**src/rtl/handshake_t_arb_if.sv**
```systemverilog
// Bundle of the requester-side and transmitter-side signals of the
// handshake_t_arb arbiter. The master modport is the arbiter's view; the
// slave modport is the view of the requesters plus transmitter.
interface handshake_t_arb_if #(
  parameter int NREQ = 4,
  parameter int DW   = 32
);
  logic [NREQ-1:0]    i_req;
  logic [NREQ*DW-1:0] i_req_data;
  logic [NREQ-1:0]    o_gnt;
  logic [NREQ-1:0]    o_done;
  logic [NREQ-1:0]    o_abort;
  logic [DW-1:0]      o_t_data;
  logic               o_data_avail;
  logic               i_t_rdy;
  logic               o_busy;

  modport master (
    input  i_req, i_req_data, i_t_rdy,
    output o_gnt, o_done, o_abort, o_t_data, o_data_avail, o_busy
  );

  modport slave (
    output i_req, i_req_data, i_t_rdy,
    input  o_gnt, o_done, o_abort, o_t_data, o_data_avail, o_busy
  );
endinterface

```
**src/rtl/handshake_t_arb.sv**
```systemverilog
// handshake_t_arb: round-robin arbiter and sequencer in front of one
// four-phase transmit handshake channel. A winner's word is latched and
// presented with data-available; the channel is granted again only after
// the transmitter's ready flag has gone through a full rise/fall cycle.
// Optional transfer timeout: define HS_ARB_TIMEOUT_EN (adds parameter TO_W,
// aborts a transfer after 2^TO_W-1 cycles in LAUNCH/WAIT_DONE).
module handshake_t_arb #(
  parameter int NREQ = 4,
  parameter int DW   = 32
`ifdef HS_ARB_TIMEOUT_EN
  ,
  parameter int TO_W = 8
`endif
) (
  input  logic                i_tclk,
  input  logic                i_trst,
  handshake_t_arb_if.master   io_hs
);

  localparam int PW = (NREQ > 1) ? $clog2(NREQ) : 1;

  localparam logic [1:0] ST_ARB       = 2'd0;
  localparam logic [1:0] ST_LAUNCH    = 2'd1;
  localparam logic [1:0] ST_WAIT_DONE = 2'd2;
  localparam logic [1:0] ST_DONE      = 2'd3;

  logic [1:0]      r_state;
  logic [PW-1:0]   r_ptr;
  logic [NREQ-1:0] r_gnt;
  logic [NREQ-1:0] r_done;
  logic [DW-1:0]   r_t_data;
  logic            r_data_avail;

  logic [DW-1:0]   w_req_word [NREQ];
  logic [PW-1:0]   w_idx;
  logic [PW-1:0]   w_winner;
  logic            w_found;
  logic            w_to_hit;

  // Split the flat request-data bus into one word per requester.
  genvar gi;
  generate
    for (gi = 0; gi < NREQ; gi++) begin : g_unpack
      assign w_req_word[gi] = io_hs.i_req_data[gi*DW +: DW];
    end
  endgenerate

  // Round-robin search: first requester above the last winner, wrapping.
  always_comb begin
    w_idx    = r_ptr;
    w_winner = '0;
    w_found  = 1'b0;
    for (int i = 0; i < NREQ; i++) begin
      w_idx = (w_idx == PW'(NREQ - 1)) ? '0 : w_idx + 1'b1;
      if (!w_found && io_hs.i_req[w_idx]) begin
        w_found  = 1'b1;
        w_winner = w_idx;
      end
    end
  end

`ifdef HS_ARB_TIMEOUT_EN
  logic [TO_W-1:0] r_to_cnt;
  logic [NREQ-1:0] r_abort;

  // The counter reaches all-ones on the same edge that aborts the transfer.
  assign w_to_hit = (r_to_cnt == {{(TO_W-1){1'b1}}, 1'b0});

  // Transfer-age counter: held at zero in ARB/DONE, counts while in flight.
  always_ff @(posedge i_tclk or negedge i_trst) begin
    if (!i_trst) begin
      r_to_cnt <= '0;
    end else if (r_state == ST_LAUNCH || r_state == ST_WAIT_DONE) begin
      r_to_cnt <= r_to_cnt + 1'b1;
    end else begin
      r_to_cnt <= '0;
    end
  end

  // Abort pulse for the in-flight requester when the counter expires.
  always_ff @(posedge i_tclk or negedge i_trst) begin
    if (!i_trst) begin
      r_abort <= '0;
    end else if ((r_state == ST_LAUNCH || r_state == ST_WAIT_DONE) && w_to_hit) begin
      r_abort <= NREQ'(1) << r_ptr;
    end else begin
      r_abort <= '0;
    end
  end

  assign io_hs.o_abort = r_abort;
`else
  assign w_to_hit      = 1'b0;
  assign io_hs.o_abort = '0;
`endif

  // Main sequencer: arbitrate, launch, follow ready high then low, report.
  always_ff @(posedge i_tclk or negedge i_trst) begin
    if (!i_trst) begin
      r_state      <= ST_ARB;
      r_ptr        <= PW'(NREQ - 1);
      r_gnt        <= '0;
      r_done       <= '0;
      r_t_data     <= '0;
      r_data_avail <= 1'b0;
    end else begin
      r_done <= '0;
      if ((r_state == ST_LAUNCH || r_state == ST_WAIT_DONE) && w_to_hit) begin
        // Timed out: drop the channel, no done pulse, pointer stays advanced.
        r_state      <= ST_ARB;
        r_gnt        <= '0;
        r_t_data     <= '0;
        r_data_avail <= 1'b0;
      end else begin
        case (r_state)
          ST_ARB: begin
            // A high ready flag here belongs to a stale transfer; hold off.
            if (w_found && !io_hs.i_t_rdy) begin
              r_state      <= ST_LAUNCH;
              r_gnt        <= NREQ'(1) << w_winner;
              r_t_data     <= w_req_word[w_winner];
              r_data_avail <= 1'b1;
              r_ptr        <= w_winner;
            end
          end
          ST_LAUNCH: begin
            if (io_hs.i_t_rdy) begin
              r_state      <= ST_WAIT_DONE;
              r_data_avail <= 1'b0;
            end
          end
          ST_WAIT_DONE: begin
            if (!io_hs.i_t_rdy) begin
              r_state <= ST_DONE;
              r_done  <= NREQ'(1) << r_ptr;
            end
          end
          default: begin
            r_state  <= ST_ARB;
            r_gnt    <= '0;
            r_t_data <= '0;
          end
        endcase
      end
    end
  end

  assign io_hs.o_gnt        = r_gnt;
  assign io_hs.o_done       = r_done;
  assign io_hs.o_t_data     = r_t_data;
  assign io_hs.o_data_avail = r_data_avail;
  assign io_hs.o_busy       = (r_state != ST_ARB);

endmodule

```
**src/flat_wrapper.sv**
```systemverilog
// flat-port wrapper written by rule: the top's interface ports become plain ports
module handshake_t_arb_flat 
#(
  parameter int NREQ = 4,
  parameter int DW   = 32

)
  (i_tclk, i_trst, io_hs_i_req, io_hs_i_req_data, io_hs_i_t_rdy, io_hs_o_gnt, io_hs_o_done, io_hs_o_abort, io_hs_o_t_data, io_hs_o_data_avail, io_hs_o_busy);
  handshake_t_arb_if #(.NREQ(NREQ), .DW(DW)) io_hs_i ();
  input  logic i_tclk;
  input  logic i_trst;
  input wire logic [$bits(io_hs_i.i_req)-1:0] io_hs_i_req;
  input wire logic [$bits(io_hs_i.i_req_data)-1:0] io_hs_i_req_data;
  input wire logic [$bits(io_hs_i.i_t_rdy)-1:0] io_hs_i_t_rdy;
  output wire logic [$bits(io_hs_i.o_gnt)-1:0] io_hs_o_gnt;
  output wire logic [$bits(io_hs_i.o_done)-1:0] io_hs_o_done;
  output wire logic [$bits(io_hs_i.o_abort)-1:0] io_hs_o_abort;
  output wire logic [$bits(io_hs_i.o_t_data)-1:0] io_hs_o_t_data;
  output wire logic [$bits(io_hs_i.o_data_avail)-1:0] io_hs_o_data_avail;
  output wire logic [$bits(io_hs_i.o_busy)-1:0] io_hs_o_busy;
  assign io_hs_i.i_req = io_hs_i_req;
  assign io_hs_i.i_req_data = io_hs_i_req_data;
  assign io_hs_i.i_t_rdy = io_hs_i_t_rdy;
  assign io_hs_o_gnt = io_hs_i.o_gnt;
  assign io_hs_o_done = io_hs_i.o_done;
  assign io_hs_o_abort = io_hs_i.o_abort;
  assign io_hs_o_t_data = io_hs_i.o_t_data;
  assign io_hs_o_data_avail = io_hs_i.o_data_avail;
  assign io_hs_o_busy = io_hs_i.o_busy;
  handshake_t_arb #(.NREQ(NREQ), .DW(DW)) u_core (.i_tclk(i_tclk), .i_trst(i_trst), .io_hs(io_hs_i));
endmodule
```
**config.mk**
```make
export PLATFORM = sky130hd
export DESIGN_NAME = handshake_t_arb_flat
export DESIGN_NICKNAME = d
export VERILOG_FILES = /design/src/rtl/handshake_t_arb_if.sv /design/src/rtl/handshake_t_arb.sv /design/src/flat_wrapper.sv
export SDC_FILE = /design/constraint.sdc
export NUM_CORES = 1
export LEC_CHECK = 0
export ABC_AREA = 1
export BUFFER_PORTS_ARGS = -buffer_cell sky130_fd_sc_hd__clkbuf_2
export CAP_MARGIN = 15
export CORE_AREA = 2 2 89 91
export CTS_BUF_LIST = sky130_fd_sc_hd__clkbuf_4 sky130_fd_sc_hd__clkbuf_8
export DETAILED_ROUTE_END_ITERATION = 16
export DIE_AREA = 0 0 91 93
export HOLD_SLACK_MARGIN = 0.02
export PLACE_DENSITY = 0.82
export SKIP_CTS_REPAIR_TIMING = 1
export SYNTH_ARGS = -nofsm -noshare
export SYNTH_HDL_FRONTEND = slang
export SYNTH_SLANG_ARGS = --single-unit
```
**constraint.sdc**
```tcl
create_clock -name i_tclk -period 3.2 [get_ports i_tclk]
set_input_delay 0.32 -clock i_tclk [delete_from_list [all_inputs] [get_ports i_tclk]]
set_output_delay 0.32 -clock i_tclk [all_outputs]
set_load 0.02 [all_outputs]
```
==> results of run 1 <==
-- critical path, cell delays in order (launching register included) --
cell and delay [ns]:
sky130_fd_sc_hd__dfstp_2 0.61, sky130_fd_sc_hd__inv_2 0.07, sky130_fd_sc_hd__ha_1 0.38, sky130_fd_sc_hd__inv_2 0.14, sky130_fd_sc_hd__nand2_1 0.08, sky130_fd_sc_hd__nand2_2 0.10, sky130_fd_sc_hd__nand2_1 0.07, sky130_fd_sc_hd__nand2_2 0.10
sky130_fd_sc_hd__nand3_2 0.09, sky130_fd_sc_hd__nor3_2 0.19, sky130_fd_sc_hd__nor2_4 0.07, sky130_fd_sc_hd__inv_2 0.44, sky130_fd_sc_hd__nand2_1 0.15, sky130_fd_sc_hd__nand2_1 0.09, sky130_fd_sc_hd__nand2_1 0.05, sky130_fd_sc_hd__nand2_1 0.07
-- sequential cells by signal, summed over array words and instances, names as in the netlist --
name	count
u_core.r_ptr	2
u_core.io_hs.o_t_data	32
u_core.io_hs.o_done	4
u_core.io_hs.o_data_avail	1
u_core.io_hs.o_gnt	4
u_core.r_state	2
-- power groups by stage --
stage                     sequential [mW]  clock (mW)  combinational, mW
final                               0.995       0.370               4.82
after CTS                           0.996       0.384               4.82
after global routing                 1.03       0.403               5.48
after global placement               1.00           0               4.67
after floorplan                      1.26           0               3.59
after detailed placement             1.00           0               4.81
-- cells by family after synthesis --
kind of cell    after synthesis  synth area share [%]
compound gates               10                  1.51
fa+ha+maj                     7                  2.52
buf+inv                      55                  8.90
flops                        45                  32.5
other cells                   1                 0.108
simple gates                464                  54.5
-- layer usage --
layer,vias up,track usage [%],part of all wire [%]
met2,157,43.7,49
met3,4,5.00,7.7
li1,2107,-,-
met5,-,0,0
met1,1806,28.9,43
met4,0,3.54,0.55
-- worst paths after layout --
| kind | endpoint | slack [ns] | depth (start not counted) |
|---|---|---|---|
| setup / recovery | u_core.io_hs.o_t_data[29] | 0.40 | 15 |
| hold / removal | u_core.io_hs.o_t_data[9] | 0.34 | 2 |
| setup reg to reg | u_core.io_hs.o_t_data[29] | 0.40 | 15 |
| hold reg to reg | u_core.io_hs.o_t_data[17] | 0.48 | 2 |
| max in group asynchronous | u_core.r_state[0] | 2.15 | 3 |
| min in group i_tclk | u_core.io_hs.o_done[0] | 0.39 | 4 |
-- placed cells by master, fill, tap and decap left out, drive strengths merged --
master / n
nor3: 2
a21oi: 2
nand3: 77
dlygate4sd3: 1
dfrtp: 43
clkbuf: 184
buf: 10
conb: 4
o21ai: 7
inv: 18
nor2: 11
dfstp: 2
ha: 7
nand4: 1
o211ai: 1
nand2: 373
-- layout make-up --
type                    count  area, um^2  share of cell area [%]
multi-input cells         485        2050                    46.1
inverters                  18        67.6                    1.52
clock buffers               8        91.3                    2.06
repair buffers            187         978                    22.0
flip-flops and latches     45        1130                    25.4
well taps                 102         128                    2.87
==> reports/qor.json, run 1 <==
{
  "power_and_ir_drop": {
    "power.share.switching_pct": 59.3,
    "intPower_mw": 2.51,
    "pwr-share-seq_pct": 16.1,
    "share_comb_of_total_power_pct": 77.9,
    "power_density_nw_per_um2": 1390,
    "vdd_ir_drop_max_mv": 0.876,
    "net-switching-power_mw": 3.67,
    "clkPwrFrac_pct": 6.0,
    "fin_total_pwr_mw": 6.18,
    "power.leakage_nw": 2.92
  },
  "yosys": {
    "syn_area_um2": 3470,
    "dominantRegCellSynth": "sky130_fd_sc_hd__dfrtp_1",
    "synthMostInstantiatedCell": "sky130_fd_sc_hd__nand2_1",
    "seq_total_area_yosys_pct": 32.5,
    "synthesis.yosys.warnings": 0,
    "synth.avg_cell_area_um2": 5.97,
    "synth_edf_count": 0,
    "yosys.cell_types.count": 23,
    "async_reset_ff_share_pct": 100,
    "ys_top_cells_by_count": "sky130_fd_sc_hd__nand2_1, sky130_fd_sc_hd__nand3_1, sky130_fd_sc_hd__dfrtp_1",
    "synth_top_cell_area_share_pct": 39.7,
    "synthTopCellsByArea": "sky130_fd_sc_hd__nand2_1, sky130_fd_sc_hd__dfrtp_1, sky130_fd_sc_hd__nand3_1, sky130_fd_sc_hd__buf_2, sky130_fd_sc_hd__ha_1",
    "postSynthCellCount": 582,
    "synth_area_leader_cell": "sky130_fd_sc_hd__nand2_1",
    "post_synthesis_register_bit_count": 45
  },
  "global_route": {
    "grt_max_degree": 65,
    "grt.overflow.total": 0,
    "grt_first_pass_wirelength_um": 16500,
    "vias_in_the_first_global_route": 3590,
    "grt_resource_usage_total_pct": 23.6,
    "antenna_violations_before_repair": 0
  },
  "clock_network": {
    "clkLatencyLatePin_ns": 0.29,
    "cts.htree.levels": 2,
    "cts_buffer_depth": 2,
    "cts_buffers": 5,
    "worst_setup_hold_path_clk_slew_ns": 0.09,
    "cts_tree": "yes",
    "cts_sinks": 45,
    "clock-root-buffer": "sky130_fd_sc_hd__clkbuf_8"
  },
  "worst_setup_path": {
    "critical_path.startpoint": "u_core.r_ptr[0]",
    "worst-endpoint-arrival_ns": 3.04,
    "crit-reg2reg-launch": "u_core.r_ptr[0]",
    "critical_path_end_type": "flop",
    "worst-setup-path-type": "flop to flop",
    "timing.critical_path.fanout_max": 35,
    "startpoint_type": "flop",
    "crit_required_ns": 3.44
  },
  "final_layout": {
    "final_core_util_pct": 59.0,
    "final_layout_size_suffix_gt1_share_pct": 28.5,
    "stdcell_area_um2": 4440,
    "fillerInstances": 756,
    "synthToLayoutAreaGrowth_pct": 27.9,
    "finish.cell_count_without_fillers": 845,
    "num-nets-final": 884,
    "num_antenna_cells": 0
  },
  "placement": {
    "placement.io_buffers": 176,
    "placed_cells_incl_taps": 836,
    "dpl_worst_slack_ns": 0.455,
    "post_dp_cell_area_um2": 4340,
    "dp_hpwl_um": 7560,
    "place_congestion": 0.827
  },
  "floorplanning": {
    "placeableCoreArea_um2": 7530,
    "initial_core_util_pct": 46.1,
    "row_count": 32,
    "die_area_um2": 8460,
    "die-width_um": 91,
    "pin_count": 181,
    "die-height_um": 93
  },
  "sta": {
    "finalHoldViolCount": 0,
    "achievable-frequency_mhz": 357,
    "layout_worst_path_cycle_share_pct": 87.6,
    "finalHoldWorstSlack_ns": 0.335,
    "finClkSkew_ns": 0.00710,
    "final_report_max_slew_violation_count": 0,
    "rsz0062_at_grt": "no",
    "finalWorstPathRequiredPeriod_ns": 2.80,
    "max-slew-margin-rel_pct": 58.7,
    "worst-slew-pin-transition_ns": 0.619,
    "setup_tns_ns": 0,
    "count_of_final_setup_violators": 0,
    "post_route_setup_slack_ns": 0.397
  },
  "routing": {
    "dr_total_vias": 4074,
    "detail_route.vias_per_cell": 4.82,
    "routed_wirelength_um": 10300,
    "detail-route-antenna-nets": 0,
    "route.detailed.wl_per_inst_um": 12.2,
    "first_pass_iters": 4,
    "drt_drc": 0,
    "detail_route.iter0.violations": 119
  },
  "flow_run": {
    "drv_cap": 0
  },
  "worst_hold_path": {
    "timing.hold.worst.class": "input pin to asynchronous set/reset pin"
  },
  "run_status": {
    "status": "completed"
  }
}
Note: power is estimated with default switching activity, not from simulation.
==> inputs of run 2 (changes only) <==
--- a/config.mk
+++ b/config.mk
@@ -9,7 +9,7 @@
 export BUFFER_PORTS_ARGS = -buffer_cell sky130_fd_sc_hd__clkbuf_2
 export CAP_MARGIN = 15
 export CORE_AREA = 2 2 89 91
-export CTS_BUF_LIST = sky130_fd_sc_hd__clkbuf_4 sky130_fd_sc_hd__clkbuf_8
+export CTS_BUF_LIST = sky130_fd_sc_hd__clkbuf_4
 export DETAILED_ROUTE_END_ITERATION = 16
 export DIE_AREA = 0 0 91 93
 export HOLD_SLACK_MARGIN = 0.02
==> reports/qor.json, run 2 (synthesis results as in run 1) <==
{
  "clock_network": {
    "clkLatencyLatePin_ns": 0.35,
    "worst_setup_hold_path_clk_slew_ns": 0.14,
    "cts_tree": "yes",
    "cts.htree.levels": 2,
    "cts_buffer_depth": 2,
    "cts_sinks": 45,
    "clock-root-buffer": "sky130_fd_sc_hd__clkbuf_4",
    "cts_buffers": 5
  },
  "placement": {
    "placed_cells_incl_taps": 836,
    "dp_hpwl_um": 7560,
    "place_congestion": 0.827,
    "post_dp_cell_area_um2": 4340,
    "placement.io_buffers": 176
  },
  "power_and_ir_drop": {
    "intPower_mw": 2.44,
    "power.leakage_nw": 2.90,
    "share_comb_of_total_power_pct": 78.9,
    "net-switching-power_mw": 3.67,
    "fin_total_pwr_mw": 6.11,
    "clkPwrFrac_pct": 4.8,
    "power_density_nw_per_um2": 1380,
    "power.share.switching_pct": 60.0,
    "vdd_ir_drop_max_mv": 0.878,
    "pwr-share-seq_pct": 16.2
  },
  "sta": {
    "worst-slew-pin-transition_ns": 0.609,
    "final_report_max_slew_violation_count": 0,
    "max-slew-margin-rel_pct": 59.4,
    "finalWorstPathRequiredPeriod_ns": 2.81,
    "rsz0062_at_grt": "no",
    "setup_tns_ns": 0,
    "count_of_final_setup_violators": 0,
    "finalHoldViolCount": 0,
    "layout_worst_path_cycle_share_pct": 87.7,
    "finClkSkew_ns": 0.0123,
    "achievable-frequency_mhz": 356
  },
  "global_route": {
    "antenna_violations_before_repair": 0,
    "grt_max_degree": 65,
    "vias_in_the_first_global_route": 3612,
    "grt_first_pass_wirelength_um": 16500,
    "grt.overflow.total": 0,
    "grt_resource_usage_total_pct": 23.7
  },
  "final_layout": {
    "regArea_um2": 1130,
    "num_antenna_cells": 0,
    "final_cell_mix": "sky130_fd_sc_hd__nand2_1, sky130_fd_sc_hd__clkbuf_2, sky130_fd_sc_hd__nand3_1, sky130_fd_sc_hd__dfrtp_1, sky130_fd_sc_hd__inv_1",
    "commonest_non_fill_non_tap_cell_in_the_layout": "sky130_fd_sc_hd__nand2_1",
    "final_layout_size_suffix_gt1_share_pct": 28.5,
    "finish.cell_count_without_fillers": 845,
    "fillerInstances": 762,
    "multi_input_comb_area_um2": 2050,
    "synthToLayoutAreaGrowth_pct": 27.0,
    "num-nets-final": 884,
    "largest_register_ff_count": 32,
    "stdcell_area_um2": 4410
  },
  "worst_setup_path": {
    "largest_stage_delay_on_the_critical_path_ns": 0.63,
    "crit_required_ns": 3.50,
    "worst_r2r_end": "u_core.io_hs.o_t_data[29]",
    "worst-setup-path-type": "flop to flop",
    "worst-endpoint-arrival_ns": 3.11,
    "worst_r2r_path_depth": 15,
    "worstPathCellList": "inv_2, ha_1, inv_2, nand2_1, nand2_2, nand2_1, nand2_2, nand3_2, nor3_2, nor2_4, inv_2, nand2_1, nand2_1, nand2_1, nand2_1",
    "critical-path-top-cell-by-count": "sky130_fd_sc_hd__nand2_1",
    "critical_path_end_type": "flop",
    "startpoint_type": "flop",
    "crit-reg2reg-launch": "u_core.r_ptr[0]",
    "cpMaxStageDelayCell": "sky130_fd_sc_hd__dfstp_2",
    "setup.reg_to_reg.worst_slack_ns": 0.39,
    "timing.critical_path.fanout_max": 35
  },
  "floorplanning": {
    "die_area_um2": 8460,
    "placeableCoreArea_um2": 7530,
    "initial_core_util_pct": 46.1,
    "row_count": 32,
    "die-height_um": 93,
    "pin_count": 181,
    "die-width_um": 91
  },
  "routing": {
    "routed_wirelength_um": 10400,
    "detail-route-antenna-nets": 0,
    "detail_route.vias_per_cell": 4.81,
    "detail_route.iter0.violations": 127,
    "dr_total_vias": 4064,
    "first_pass_iters": 5,
    "drt_drc": 0,
    "route.detailed.wl_per_inst_um": 12.3
  },
  "worst_hold_path": {
    "timing.hold.worst.class": "input pin to asynchronous set/reset pin"
  },
  "run_status": {
    "status": "completed"
  },
  "flow_run": {
    "drv_cap": 0
  }
}
[run 2: cell counts in the layout (fill, tap and decap cells not counted)]
No cell type changed its count.
[run 2: layer usage]
layer / vias up / global-route usage [%] / wire (um)
li1: 2109 / - / -
met1: 1802 / 28.8 / 4360
met2: 149 / 43.7 / 5140
met3: 4 / 4.51 / 821
met4: 0 / 4.67 / 56
met5: - / 0 / 0
[run 2: area by class of cell]
| type | count | share of cell area (%) |
|---|---|---|
| Multi-Input combinational cell | 485 | 46.5 |
| Sequential cell | 45 | 25.6 |
| Timing Repair Buffer | 187 | 22.2 |
| Tap cell | 102 | 2.89 |
| Inverter | 18 | 1.53 |
| Clock buffer | 8 | 1.36 |
[run 2: power groups by stage]
stage / Clock, mW / Sequential [mW] / Combinational (mW)
2_1_floorplan: 0 / 1.26 / 3.59
3_3_place_gp: 0 / 1.00 / 4.67
3_5_place_dp: 0 / 1.00 / 4.81
4_1_cts: 0.309 / 0.994 / 4.82
5_1_grt: 0.323 / 1.03 / 5.49
6_report: 0.296 / 0.993 / 4.82
[run 2: through the flow]
step / util [%] / setup slack [ns] / hold WS (ns)
finish: 58.6 / 0.394 / 0.271
floorplan: - / 0.871 / 0.0244
detailed placement: 57.7 / 0.455 / 0.105
CTS: 58.5 / 0.416 / -0.293
global placement: 57.7 / 0.568 / 0.105
global route: 58.6 / 0.159 / 0.245
[run 2: worst max path at each step]
stage | startpoint | to | slack (ns) | cells after the start
3_5_place_dp | u_core.r_ptr[0] | u_core.io_hs.o_t_data[29] | 0.45 | 15
5_1_grt | u_core.r_ptr[0] | u_core.io_hs.o_t_data[30] | 0.16 | 19
6_report | u_core.r_ptr[0] | u_core.io_hs.o_t_data[29] | 0.39 | 15
4_1_cts | u_core.r_ptr[0] | u_core.io_hs.o_t_data[29] | 0.42 | 15
2_1_floorplan | u_core.r_ptr[0] | u_core.io_hs.o_t_data[19] | 0.87 | 20
3_3_place_gp | u_core.r_ptr[0] | u_core.io_hs.o_t_data[28] | 0.57 | 19
[run 2: critical path: cells and delay by family, from the launching register on]
kind | cells | cell delay, ns
adder cells (fa/ha/maj) | 1 | 0.38
buffers and inverters | 3 | 0.65
flip-flops | 1 | 0.63
AND/OR/NAND/NOR | 11 | 1.07
==> inputs of run 3 (changes only) <==
--- a/config.mk
+++ b/config.mk
@@ -8,12 +8,12 @@
 export ABC_AREA = 1
 export BUFFER_PORTS_ARGS = -buffer_cell sky130_fd_sc_hd__clkbuf_2
 export CAP_MARGIN = 15
-export CORE_AREA = 2 2 89 91
+export CORE_AREA = 2 2 100 82
 export CTS_BUF_LIST = sky130_fd_sc_hd__clkbuf_4
 export DETAILED_ROUTE_END_ITERATION = 16
-export DIE_AREA = 0 0 91 93
+export DIE_AREA = 0 0 102 84
 export HOLD_SLACK_MARGIN = 0.02
-export PLACE_DENSITY = 0.82
+export PLACE_DENSITY = 0.81
 export SKIP_CTS_REPAIR_TIMING = 1
 export SYNTH_ARGS = -nofsm -noshare
 export SYNTH_HDL_FRONTEND = slang
==> reports/qor.json, run 3 (synthesis results as in run 1) <==
{
  "run_status": {
    "status": "completed"
  },
  "placement": {
    "placed_cells_incl_taps": 844,
    "place_congestion": 0.924,
    "placement.io_buffers": 176,
    "dp_hpwl_um": 7620
  },
  "global_route": {
    "grt_first_pass_wirelength_um": 16200,
    "grt_max_degree": 39,
    "antenna_violations_before_repair": 0,
    "grt_resource_usage_total_pct": 23.1,
    "vias_in_the_first_global_route": 3680,
    "grt.overflow.total": 0
  },
  "flow_run": {
    "drv_cap": 0
  },
  "routing": {
    "detail_route.vias_per_cell": 4.82,
    "route.detailed.wl_per_inst_um": 11.8,
    "dr_total_vias": 4110,
    "drt_drc": 0,
    "detail_route.iter0.violations": 160,
    "routed_wirelength_um": 10100,
    "detail-route-antenna-nets": 0,
    "first_pass_iters": 4
  },
  "sta": {
    "worst-slew-pin-transition_ns": 0.631,
    "achievable-frequency_mhz": 349,
    "layout_worst_path_cycle_share_pct": 89.6,
    "setup_tns_ns": 0,
    "finalHoldViolCount": 0,
    "finalWorstPathRequiredPeriod_ns": 2.87,
    "finClkSkew_ns": 0.0125,
    "rsz0062_at_grt": "no",
    "final_report_max_slew_violation_count": 0,
    "count_of_final_setup_violators": 0,
    "max-slew-margin-rel_pct": 57.8
  },
  "power_and_ir_drop": {
    "vdd_ir_drop_max_mv": 0.918,
    "power.leakage_nw": 2.91,
    "power_density_nw_per_um2": 1380
  },
  "clock_network": {
    "clock-root-buffer": "sky130_fd_sc_hd__clkbuf_4",
    "worst_setup_hold_path_clk_slew_ns": 0.13,
    "clkLatencyLatePin_ns": 0.35,
    "cts.htree.levels": 2,
    "cts_sinks": 45,
    "cts_buffers": 5,
    "cts_tree": "yes",
    "cts_buffer_depth": 2
  },
  "final_layout": {
    "finish.cell_count_without_fillers": 853,
    "commonest_non_fill_non_tap_cell_in_the_layout": "sky130_fd_sc_hd__nand2_1",
    "synthToLayoutAreaGrowth_pct": 27.7,
    "final_layout_size_suffix_gt1_share_pct": 28.7,
    "final_cell_mix": "sky130_fd_sc_hd__nand2_1, sky130_fd_sc_hd__clkbuf_2, sky130_fd_sc_hd__nand3_1, sky130_fd_sc_hd__dfrtp_1, sky130_fd_sc_hd__inv_1",
    "largest_register_ff_count": 32,
    "num_antenna_cells": 0,
    "num-nets-final": 886
  },
  "worst_setup_path": {
    "timing.critical_path.depth": 19,
    "crit_required_ns": 3.50,
    "setup.reg_to_reg.worst_slack_ns": 0.33,
    "cpMaxStageDelayCell": "sky130_fd_sc_hd__dfstp_2",
    "timing.critical_path.fanout_max": 38,
    "timing.critical_path.max_delay_family": "simple AND/OR/NAND/NOR gates",
    "critical_path_end_type": "flop",
    "worst_r2r_path_depth": 19,
    "worstPathCellList": "inv_2, ha_1, inv_2, nand2_1, nand2_2, nand2_1, nand2_2, nand2_1, nand2_1, nor2_1, nand2_2, nand2_2, buf_8, nand2_1, nand2_1, nand2_1, nand2_1, nand2_1, nand2_1",
    "worst-endpoint-arrival_ns": 3.16,
    "timing.critical_path.buf_inv": 3,
    "critical-path-top-cell-by-count": "sky130_fd_sc_hd__nand2_1",
    "largest_stage_delay_on_the_critical_path_ns": 0.63,
    "startpoint_type": "flop",
    "worst-setup-path-type": "flop to flop"
  },
  "worst_hold_path": {
    "timing.hold.worst.class": "input pin to flop",
    "timing.hold.worst_path_depth": 7
  },
  "floorplanning": {
    "die_area_um2": 8570,
    "die-height_um": 84,
    "pin_count": 181,
    "die-width_um": 102,
    "initial_core_util_pct": 45.2,
    "placeableCoreArea_um2": 7690,
    "row_count": 29
  }
}
==> run 3: layer usage <==
layer	vias to the layer above	GRT usage, %	routed length (um)
li1	2113	-	-
met1	1803	28.1	4310
met2	181	41.7	4790
met3	13	4.77	898
met4	0	4.61	86
met5	-	0	0
==> run 3: path summary, 6_finish.rpt <==
| check | from | end |
|---|---|---|
| setup / recovery | u_core.r_ptr[0] | u_core.io_hs.o_t_data[23] |
| hold / removal | io_hs_i_req_data[115] | u_core.io_hs.o_t_data[19] |
| hold reg to reg | u_core.io_hs.o_gnt[3] | u_core.io_hs.o_gnt[3] |
| min in group asynchronous | i_trst | u_core.io_hs.o_t_data[3] |
| setup reg to reg | u_core.r_ptr[0] | u_core.io_hs.o_t_data[23] |
| max in group asynchronous | i_trst | u_core.r_ptr[0] |
==> run 3: layout make-up <==
cell class	instances	area [um^2]
multi-input cells	485	2050
repair buffers	189	996
well taps	108	135
flip-flops and latches	45	1130
inverters	18	67.6
clock buffers	8	60.1
fillers	792	3260
==> run 3: power by group <==
group          switching (mW)  internal (mW)  leakage [nW]
Clock                   0.175          0.113        0.0368
Sequential              0.167          0.832         0.607
Combinational            3.28           1.54          2.27
==> run 3: tightest hold or removal path, stage by stage <==
cell and delay [ns]:
sky130_fd_sc_hd__clkbuf_2 0.08, sky130_fd_sc_hd__nand2_1 0.04, sky130_fd_sc_hd__nand2_1 0.05, sky130_fd_sc_hd__nand2_1 0.04, sky130_fd_sc_hd__nand2_1 0.05, sky130_fd_sc_hd__nand2_1 0.04
sky130_fd_sc_hd__nand2_1 0.05
==> run 3: per-stage QoR <==
step	util [%]	area (um^2)	hold slack, ns	power, mW	setup WS [ns]
after global placement	56.6	4350	0.334	5.63	0.430
after global routing	57.7	4440	0.321	6.82	0.00256
after CTS	57.4	4410	-0.0721	6.09	0.224
after detailed placement	56.6	4350	0.334	5.78	0.274
after floorplan	-	3480	0.0244	4.85	0.871
final	57.7	4440	0.332	6.10	0.334
